[src/rtl/muldiv_pkg.sv]
// muldiv_pkg: shared encodings for the iterative multiply/divide unit.
// Holds op codes, FSM state encoding and the default operand width.
package muldiv_pkg;

   localparam int WIDTH_DEF = 32;

   typedef enum logic [1:0] {
      OP_MULTU = 2'b00,
      OP_DIVU  = 2'b01,
      OP_MULT  = 2'b10,
      OP_DIV   = 2'b11
   } op_e;

   typedef enum logic [1:0] {
      ST_IDLE = 2'b00,
      ST_CALC = 2'b01,
      ST_FIX  = 2'b10
   } state_e;

endpackage

[src/rtl/muldiv_datapath.sv]
// muldiv_datapath: unsigned shift-add multiply / restoring divide step.
// Ports: i_load latches magnitudes, i_step runs one iteration,
// i_is_div selects divide; o_acc = product high / remainder,
// o_q = product low / quotient.
module muldiv_datapath #(
   parameter int WIDTH = 32
) (
   input  logic             clk,
   input  logic             rst_n,
   input  logic             i_load,
   input  logic             i_step,
   input  logic             i_is_div,
   input  logic [WIDTH-1:0] i_a,
   input  logic [WIDTH-1:0] i_b,
   output logic [WIDTH-1:0] o_acc,
   output logic [WIDTH-1:0] o_q
);

   logic [WIDTH-1:0] r_acc;
   logic [WIDTH-1:0] r_q;
   logic [WIDTH-1:0] r_b;
   logic [WIDTH:0]   w_add;
   logic [WIDTH:0]   w_sum;
   logic             w_ge;
   logic [WIDTH-1:0] w_sub;

   always_comb begin
      w_add = r_q[0] ? {1'b0, r_b} : '0;
      w_sum = {1'b0, r_acc} + w_add;
      // partial remainder shifted left with next dividend bit
      w_ge  = {r_acc, r_q[WIDTH-1]} >= {1'b0, r_b};
      w_sub = {r_acc[WIDTH-2:0], r_q[WIDTH-1]} - r_b;
   end

   always_ff @(posedge clk or negedge rst_n) begin
      if (!rst_n) begin
         r_acc <= '0;
         r_q   <= '0;
         r_b   <= '0;
      end else if (i_load) begin
         r_acc <= '0;
         r_q   <= i_a;
         r_b   <= i_b;
      end else if (i_step) begin
         if (i_is_div) begin
            if (w_ge) begin
               r_acc <= w_sub;
               r_q   <= {r_q[WIDTH-2:0], 1'b1};
            end else begin
               r_acc <= {r_acc[WIDTH-2:0], r_q[WIDTH-1]};
               r_q   <= {r_q[WIDTH-2:0], 1'b0};
            end
         end else begin
            r_acc <= w_sum[WIDTH:1];
            r_q   <= {w_sum[0], r_q[WIDTH-1:1]};
         end
      end
   end

   assign o_acc = r_acc;
   assign o_q   = r_q;

endmodule

[src/rtl/muldiv_unit.sv]
// muldiv_unit: iterative MULT/MULTU/DIV/DIVU with HI/LO registers.
// Ports: start/op/a/b launch, hi_we/lo_we/wdata for MTHI/MTLO,
// busy/done/div_by_zero status, hi/lo results.
// Optional MULDIV_ABORT_EN adds an abort input for pipeline flush.
module muldiv_unit
   import muldiv_pkg::*;
#(
   parameter int WIDTH = WIDTH_DEF,
   parameter int CNT_W = 6
) (
   input  logic             clk,
   input  logic             rst_n,
   input  logic             start,
   input  logic [1:0]       op,
   input  logic [WIDTH-1:0] a,
   input  logic [WIDTH-1:0] b,
   input  logic             hi_we,
   input  logic             lo_we,
   input  logic [WIDTH-1:0] wdata,
`ifdef MULDIV_ABORT_EN
   input  logic             abort,
`endif
   output logic             busy,
   output logic             done,
   output logic             div_by_zero,
   output logic [WIDTH-1:0] hi,
   output logic [WIDTH-1:0] lo
);

   state_e             r_state;
   state_e             w_nxt;
   logic [CNT_W-1:0]   r_cnt;
   logic               r_is_div;
   logic               r_neg_q;
   logic               r_neg_r;
   logic               r_div0;
   logic [WIDTH-1:0]   r_a_orig;
   logic [WIDTH-1:0]   r_hi;
   logic [WIDTH-1:0]   r_lo;
   logic               r_done;
   logic               r_dz;

   op_e                w_op;
   logic               w_is_div;
   logic               w_signed;
   logic               w_div0;
   logic [WIDTH-1:0]   w_a_mag;
   logic [WIDTH-1:0]   w_b_mag;
   logic               w_load;
   logic               w_step;
   logic               w_fix;
   logic               w_abort;
   logic [WIDTH-1:0]   w_acc;
   logic [WIDTH-1:0]   w_q;
   logic [2*WIDTH-1:0] w_prod;
   logic [WIDTH-1:0]   w_hi_res;
   logic [WIDTH-1:0]   w_lo_res;

`ifdef MULDIV_ABORT_EN
   assign w_abort = abort;
`else
   assign w_abort = 1'b0;
`endif

   assign w_op     = op_e'(op);
   assign w_is_div = (w_op == OP_DIVU) || (w_op == OP_DIV);
   assign w_signed = (w_op == OP_MULT) || (w_op == OP_DIV);
   assign w_div0   = w_is_div && (b == '0);
   assign w_a_mag  = (w_signed && a[WIDTH-1]) ? -a : a;
   assign w_b_mag  = (w_signed && b[WIDTH-1]) ? -b : b;

   always_ff @(posedge clk or negedge rst_n) begin
      if (!rst_n) r_state <= ST_IDLE;
      else        r_state <= w_nxt;
   end

   always_comb begin
      w_nxt  = r_state;
      w_load = 1'b0;
      w_step = 1'b0;
      w_fix  = 1'b0;
      unique case (r_state)
         ST_IDLE: begin
            if (start) begin
               w_load = 1'b1;
               w_nxt  = ST_CALC;
            end
         end
         ST_CALC: begin
            w_step = 1'b1;
            if (r_cnt == CNT_W'(WIDTH-1)) w_nxt = ST_FIX;
         end
         ST_FIX: begin
            w_fix = 1'b1;
            w_nxt = ST_IDLE;
         end
         default: w_nxt = ST_IDLE;
      endcase
      if (w_abort && (r_state != ST_IDLE)) begin
         w_step = 1'b0;
         w_fix  = 1'b0;
         w_nxt  = ST_IDLE;
      end
   end

   // divide by zero runs a single dummy step so done lands at k+2
   always_ff @(posedge clk or negedge rst_n) begin
      if (!rst_n)      r_cnt <= '0;
      else if (w_load) r_cnt <= w_div0 ? CNT_W'(WIDTH-1) : '0;
      else if (w_step) r_cnt <= r_cnt + 1'b1;
   end

   always_ff @(posedge clk or negedge rst_n) begin
      if (!rst_n) begin
         r_is_div <= 1'b0;
         r_neg_q  <= 1'b0;
         r_neg_r  <= 1'b0;
         r_div0   <= 1'b0;
         r_a_orig <= '0;
      end else if (w_load) begin
         r_is_div <= w_is_div;
         r_neg_q  <= w_signed && (a[WIDTH-1] ^ b[WIDTH-1]);
         r_neg_r  <= w_signed && a[WIDTH-1];
         r_div0   <= w_div0;
         r_a_orig <= a;
      end
   end

   muldiv_datapath #(.WIDTH(WIDTH)) u_dp (
      .clk      (clk),
      .rst_n    (rst_n),
      .i_load   (w_load),
      .i_step   (w_step),
      .i_is_div (r_is_div),
      .i_a      (w_a_mag),
      .i_b      (w_b_mag),
      .o_acc    (w_acc),
      .o_q      (w_q)
   );

   always_comb begin
      w_prod = {w_acc, w_q};
      if (r_neg_q) w_prod = -w_prod;
      w_hi_res = w_prod[2*WIDTH-1:WIDTH];
      w_lo_res = w_prod[WIDTH-1:0];
      if (r_div0) begin
         w_hi_res = r_a_orig;
         w_lo_res = '1;
      end else if (r_is_div) begin
         w_hi_res = r_neg_r ? -w_acc : w_acc;
         w_lo_res = r_neg_q ? -w_q : w_q;
      end
   end

   always_ff @(posedge clk or negedge rst_n) begin
      if (!rst_n) begin
         r_hi   <= '0;
         r_lo   <= '0;
         r_done <= 1'b0;
         r_dz   <= 1'b0;
      end else begin
         r_done <= 1'b0;
         r_dz   <= 1'b0;
         if (w_fix) begin
            r_hi   <= w_hi_res;
            r_lo   <= w_lo_res;
            r_done <= 1'b1;
            r_dz   <= r_div0;
         end else if (r_state == ST_IDLE) begin
            if (hi_we) r_hi <= wdata;
            if (lo_we) r_lo <= wdata;
         end
      end
   end

   assign busy        = (r_state != ST_IDLE);
   assign done        = r_done;
   assign div_by_zero = r_dz;
   assign hi          = r_hi;
   assign lo          = r_lo;

endmodule

[config.mk]
export PLATFORM = sky130hd
export DESIGN_NAME = muldiv_unit
export DESIGN_NICKNAME = d
export VERILOG_FILES = /design/src/rtl/muldiv_pkg.sv /design/src/rtl/muldiv_datapath.sv /design/src/rtl/muldiv_unit.sv
export SDC_FILE = /design/constraint.sdc
export NUM_CORES = 1
export LEC_CHECK = 0
export ABC_AREA = 1
export BUFFER_PORTS_ARGS = -buffer_cell sky130_fd_sc_hd__buf_2
export CELL_PAD_IN_SITES_DETAIL_PLACEMENT = 1
export CELL_PAD_IN_SITES_GLOBAL_PLACEMENT = 1
export CORE_ASPECT_RATIO = 0.9
export CORE_UTILIZATION = 46
export CTS_BUF_LIST = sky130_fd_sc_hd__clkbuf_4 sky130_fd_sc_hd__clkbuf_8 sky130_fd_sc_hd__clkbuf_16
export DETAILED_ROUTE_END_ITERATION = 10
export PLACE_DENSITY = 0.94
export SKIP_LAST_GASP = 1
export SYNTH_ARGS = -nofsm -noshare
export SYNTH_HDL_FRONTEND = slang
export SYNTH_HIERARCHICAL = 1
export SYNTH_SLANG_ARGS = --single-unit
[constraint.sdc]
create_clock -name clk -period 7.6 [get_ports clk]
set_input_delay 0.38 -clock clk [delete_from_list [all_inputs] [get_ports clk]]
set_output_delay 0.38 -clock clk [all_outputs]
set_load 0.03 [all_outputs]
==> flow_summary.ini <==
[sta]
fmax_mhz = 248
timing.final.max_slew_violations = 0
rsz0062_at_grt = no
finalCritPeriodShare = 0.530
tightest_slew_ns = 1.37
period_needed_ns = 4.02
fin_skew_ns = 0.0283
setup_viol = 0
max_slew_margin = 0.0890
hold_violations = 0
tns_ns = 0

[yosys]
yosysWarnings = 6
syn_inst = 3114
synth_flop_cell = dfrtp_1
ys_seq_elements = 206
seq_area_frac_synth = 0.272
syn_avg_cell_area_um2 = 6.09
synthArstFlopShare = 1.00
synthDistinctLibCells = 57
synth_edf_count = 0
synth_area_mm2 = 0.0190
synth_nets = 3288

[routing]
drt_wl_total_um = 88600
final_antenna_net_count = 0
routed-via-count = 22400
drc = 0
wl_per_cell_um = 23.4
vias_per_cell = 5.93
dr.first_iter.drc_count = 2552
first_pass_iters = 6

[setup_path]
cp_max_fo = 67
crit_required_ns = 8.10
startpoint_type = flop
crit_path_max_incr_delay_ns = 0.90
critPathCaptureType = flop
r2r-end = u_dp/o_acc[0]
r2r_setup_slack_ns = 3.58
worstSetupPathType = reg -> reg
r2r_start = r_state[1]
cp_cell_sequence = nor2_1, nand2_2, buf_4, inv_2, nor2_2, buf_4, nor2_2, buf_4, clkinv_1, a21oi_1, o21ai_1, nand2_1
cpMaxStageDelayCell = clkinv_1
rr_worst_depth = 12
crit_top_cell = buf_4
crit_arrival_ns = 4.52

[cells_and_area]
n_fill_cell = 5695
final_cell_mix = nand2_1, inv_1, nor2_1
antenna_cells = 0
syn_to_final_growth_pct = 11.2
layout_commonest_cell = nand2_1
drive_gt1_frac = 0.104
stdcell_area_mm2 = 0.0211
nNetsFinal = 3401

[floorplanning]
start_util = 0.467
die-area_mm2 = 0.0421
die_y_um = 195
die_w_um = 216
coreArea_mm2 = 0.0406
ios = 170
rows = 70

[min_path]
hold_path_class = in -> reg
min_path_cells = 2
min-delay-start = b[0]
whs_endpoint = u_dp/r_b[0]

[clocking]
cts.path.max_buffers = 3
htree_num_levels = 1
cts_buffers = 26
clk_pin_slew_ns = 0.06
cts_tree = yes
clock-root-buffer = clkbuf_16
cts_setup_buffers = 0
clock-sinks = 206
clkLatencyLatePin_ns = 0.57

[status]
status = finished, final reports clean

[pwr]
vdd.ir_drop.worst_mv = 0.238
power_density_mw_per_mm2 = 552
p_leak_uw = 0.0111

[global_routing]
grt_pass1_wl_um = 134000
grt_max_degree = 90
grtUsageTotal = 0.414
antenna_found_initial = 2
overflow = 0
grt_pass1_vias = 22300

[job]
drv_cap = 0

[placement]
dpl.hpwl_um = 69400
placed_area_mm2 = 0.0202
port_buffers = 169
place.gp.congestion = 1.03
[timing repair]
| action | CTS | global route |
|---|---|---|
| gates resized for setup | 0 | 0 |
| hold buffers | 1 | 0 |
| endpoints found under the hold margin | 87 | 0 |
[power by group]
| part | internal [uW] | switching [uW] | total (uW) |
|---|---|---|---|
| logic | 2310 | 5380 | 7690 |
| clock network | 797 | 530 | 1330 |
| registers | 1640 | 989 | 2630 |
[registers in the layout (all words and copies together) (netlist names), 2 cells and up]
| name | flops |
|---|---|
| hi | 32 |
| lo | 32 |
| r_a_orig | 32 |
| u_dp/o_acc | 32 |
| u_dp/o_q | 32 |
| u_dp/r_b | 32 |
| r_cnt | 6 |
| r_state | 2 |
[critical path, delay by kind of cell, from the launching register on]
kind	cells	cell delay, ns
buffers and inverters	5	2.39
AOI/OAI and AO/OA	2	0.57
and+or+nand+nor	5	0.52
DFF	1	0.42
[cell type report]
type	instances	area, um^2	share of cell area
clock inverters	10	140	0.00664
inverters	439	1650	0.0781
clock buffers	35	754	0.0358
flip-flops and latches	206	5160	0.244
well taps	540	676	0.0320
repair buffers	186	985	0.0467
multi-input cells	2368	11700	0.556
[synthesized netlist by cell type (all sizes together), types with 3 or more instances]
cell type  number  area (um^2)
nand4          38          244
xor2           70          613
buf            31          184
or2             6         37.5
o21a            4         30.0
o21ai         211         1110
o31ai           3         22.5
o221ai         31          272
inv           436         1640
nor4            6         52.6
nand3b         13         97.6
nor2          421         1700
clkbuf         70          263
and3            3         18.8
dfrtp         206         5150
clkinv          3         11.3
nand2         990         3780
ha             69          863
o21bai          9         71.3
a21boi          4         30.0
nand3         230         1190
a31oi          37          231
nor3           19          121
a21oi         161          843
xnor2          29          254
[stage by stage]
stage,power [uW],util,worst slack (ns),std cells,hold slack (ns)
after detailed placement,9890,0.497,3.74,3738,0.477
after CTS,11300,0.519,3.69,3784,0.0821
after global placement,9510,0.497,3.85,3738,0.470
final,11600,0.519,3.58,3784,0.0933
after global routing,12400,0.519,3.29,3784,0.0876
after floorplan,7280,-,5.04,3114,0.0844
[layer usage]
layer  up-vias  global-route usage  part of all wire
li1      10100                   -                 -
met4         4              0.0942             0.024
met3       165              0.0959              0.11
met2      1154               0.601              0.41
met5         -                   0           0.00035
met1     11000               0.618              0.45
[worst max-delay path by stage]
stage | start | end | slack, ns
3_5_place_dp | r_state[1] | u_dp/o_q[22] | 3.74
2_1_floorplan | u_dp/o_q[0] | u_dp/o_acc[31] | 5.04
5_1_grt | r_state[1] | u_dp/o_q[8] | 3.29
4_1_cts | r_state[1] | u_dp/o_q[22] | 3.69
3_3_place_gp | r_state[1] | u_dp/o_acc[1] | 3.85
6_report | r_state[1] | u_dp/o_acc[0] | 3.58
[cells by family (layout without fill, tap and decap cells)]
logic type,Yosys count,count (layout),share of synthesized area
flip-flops,206,206,0.272
AO/OA/AOI/OAI,470,470,0.142
multiplexers,1,1,0.000593
AND/OR/NAND/NOR,1727,1727,0.382
buffers and inverters,540,670,0.110
XOR/XNOR,99,99,0.0457
adder cells (fa/ha/maj),71,71,0.0476
Note: power is estimated with default switching activity, not from simulation.
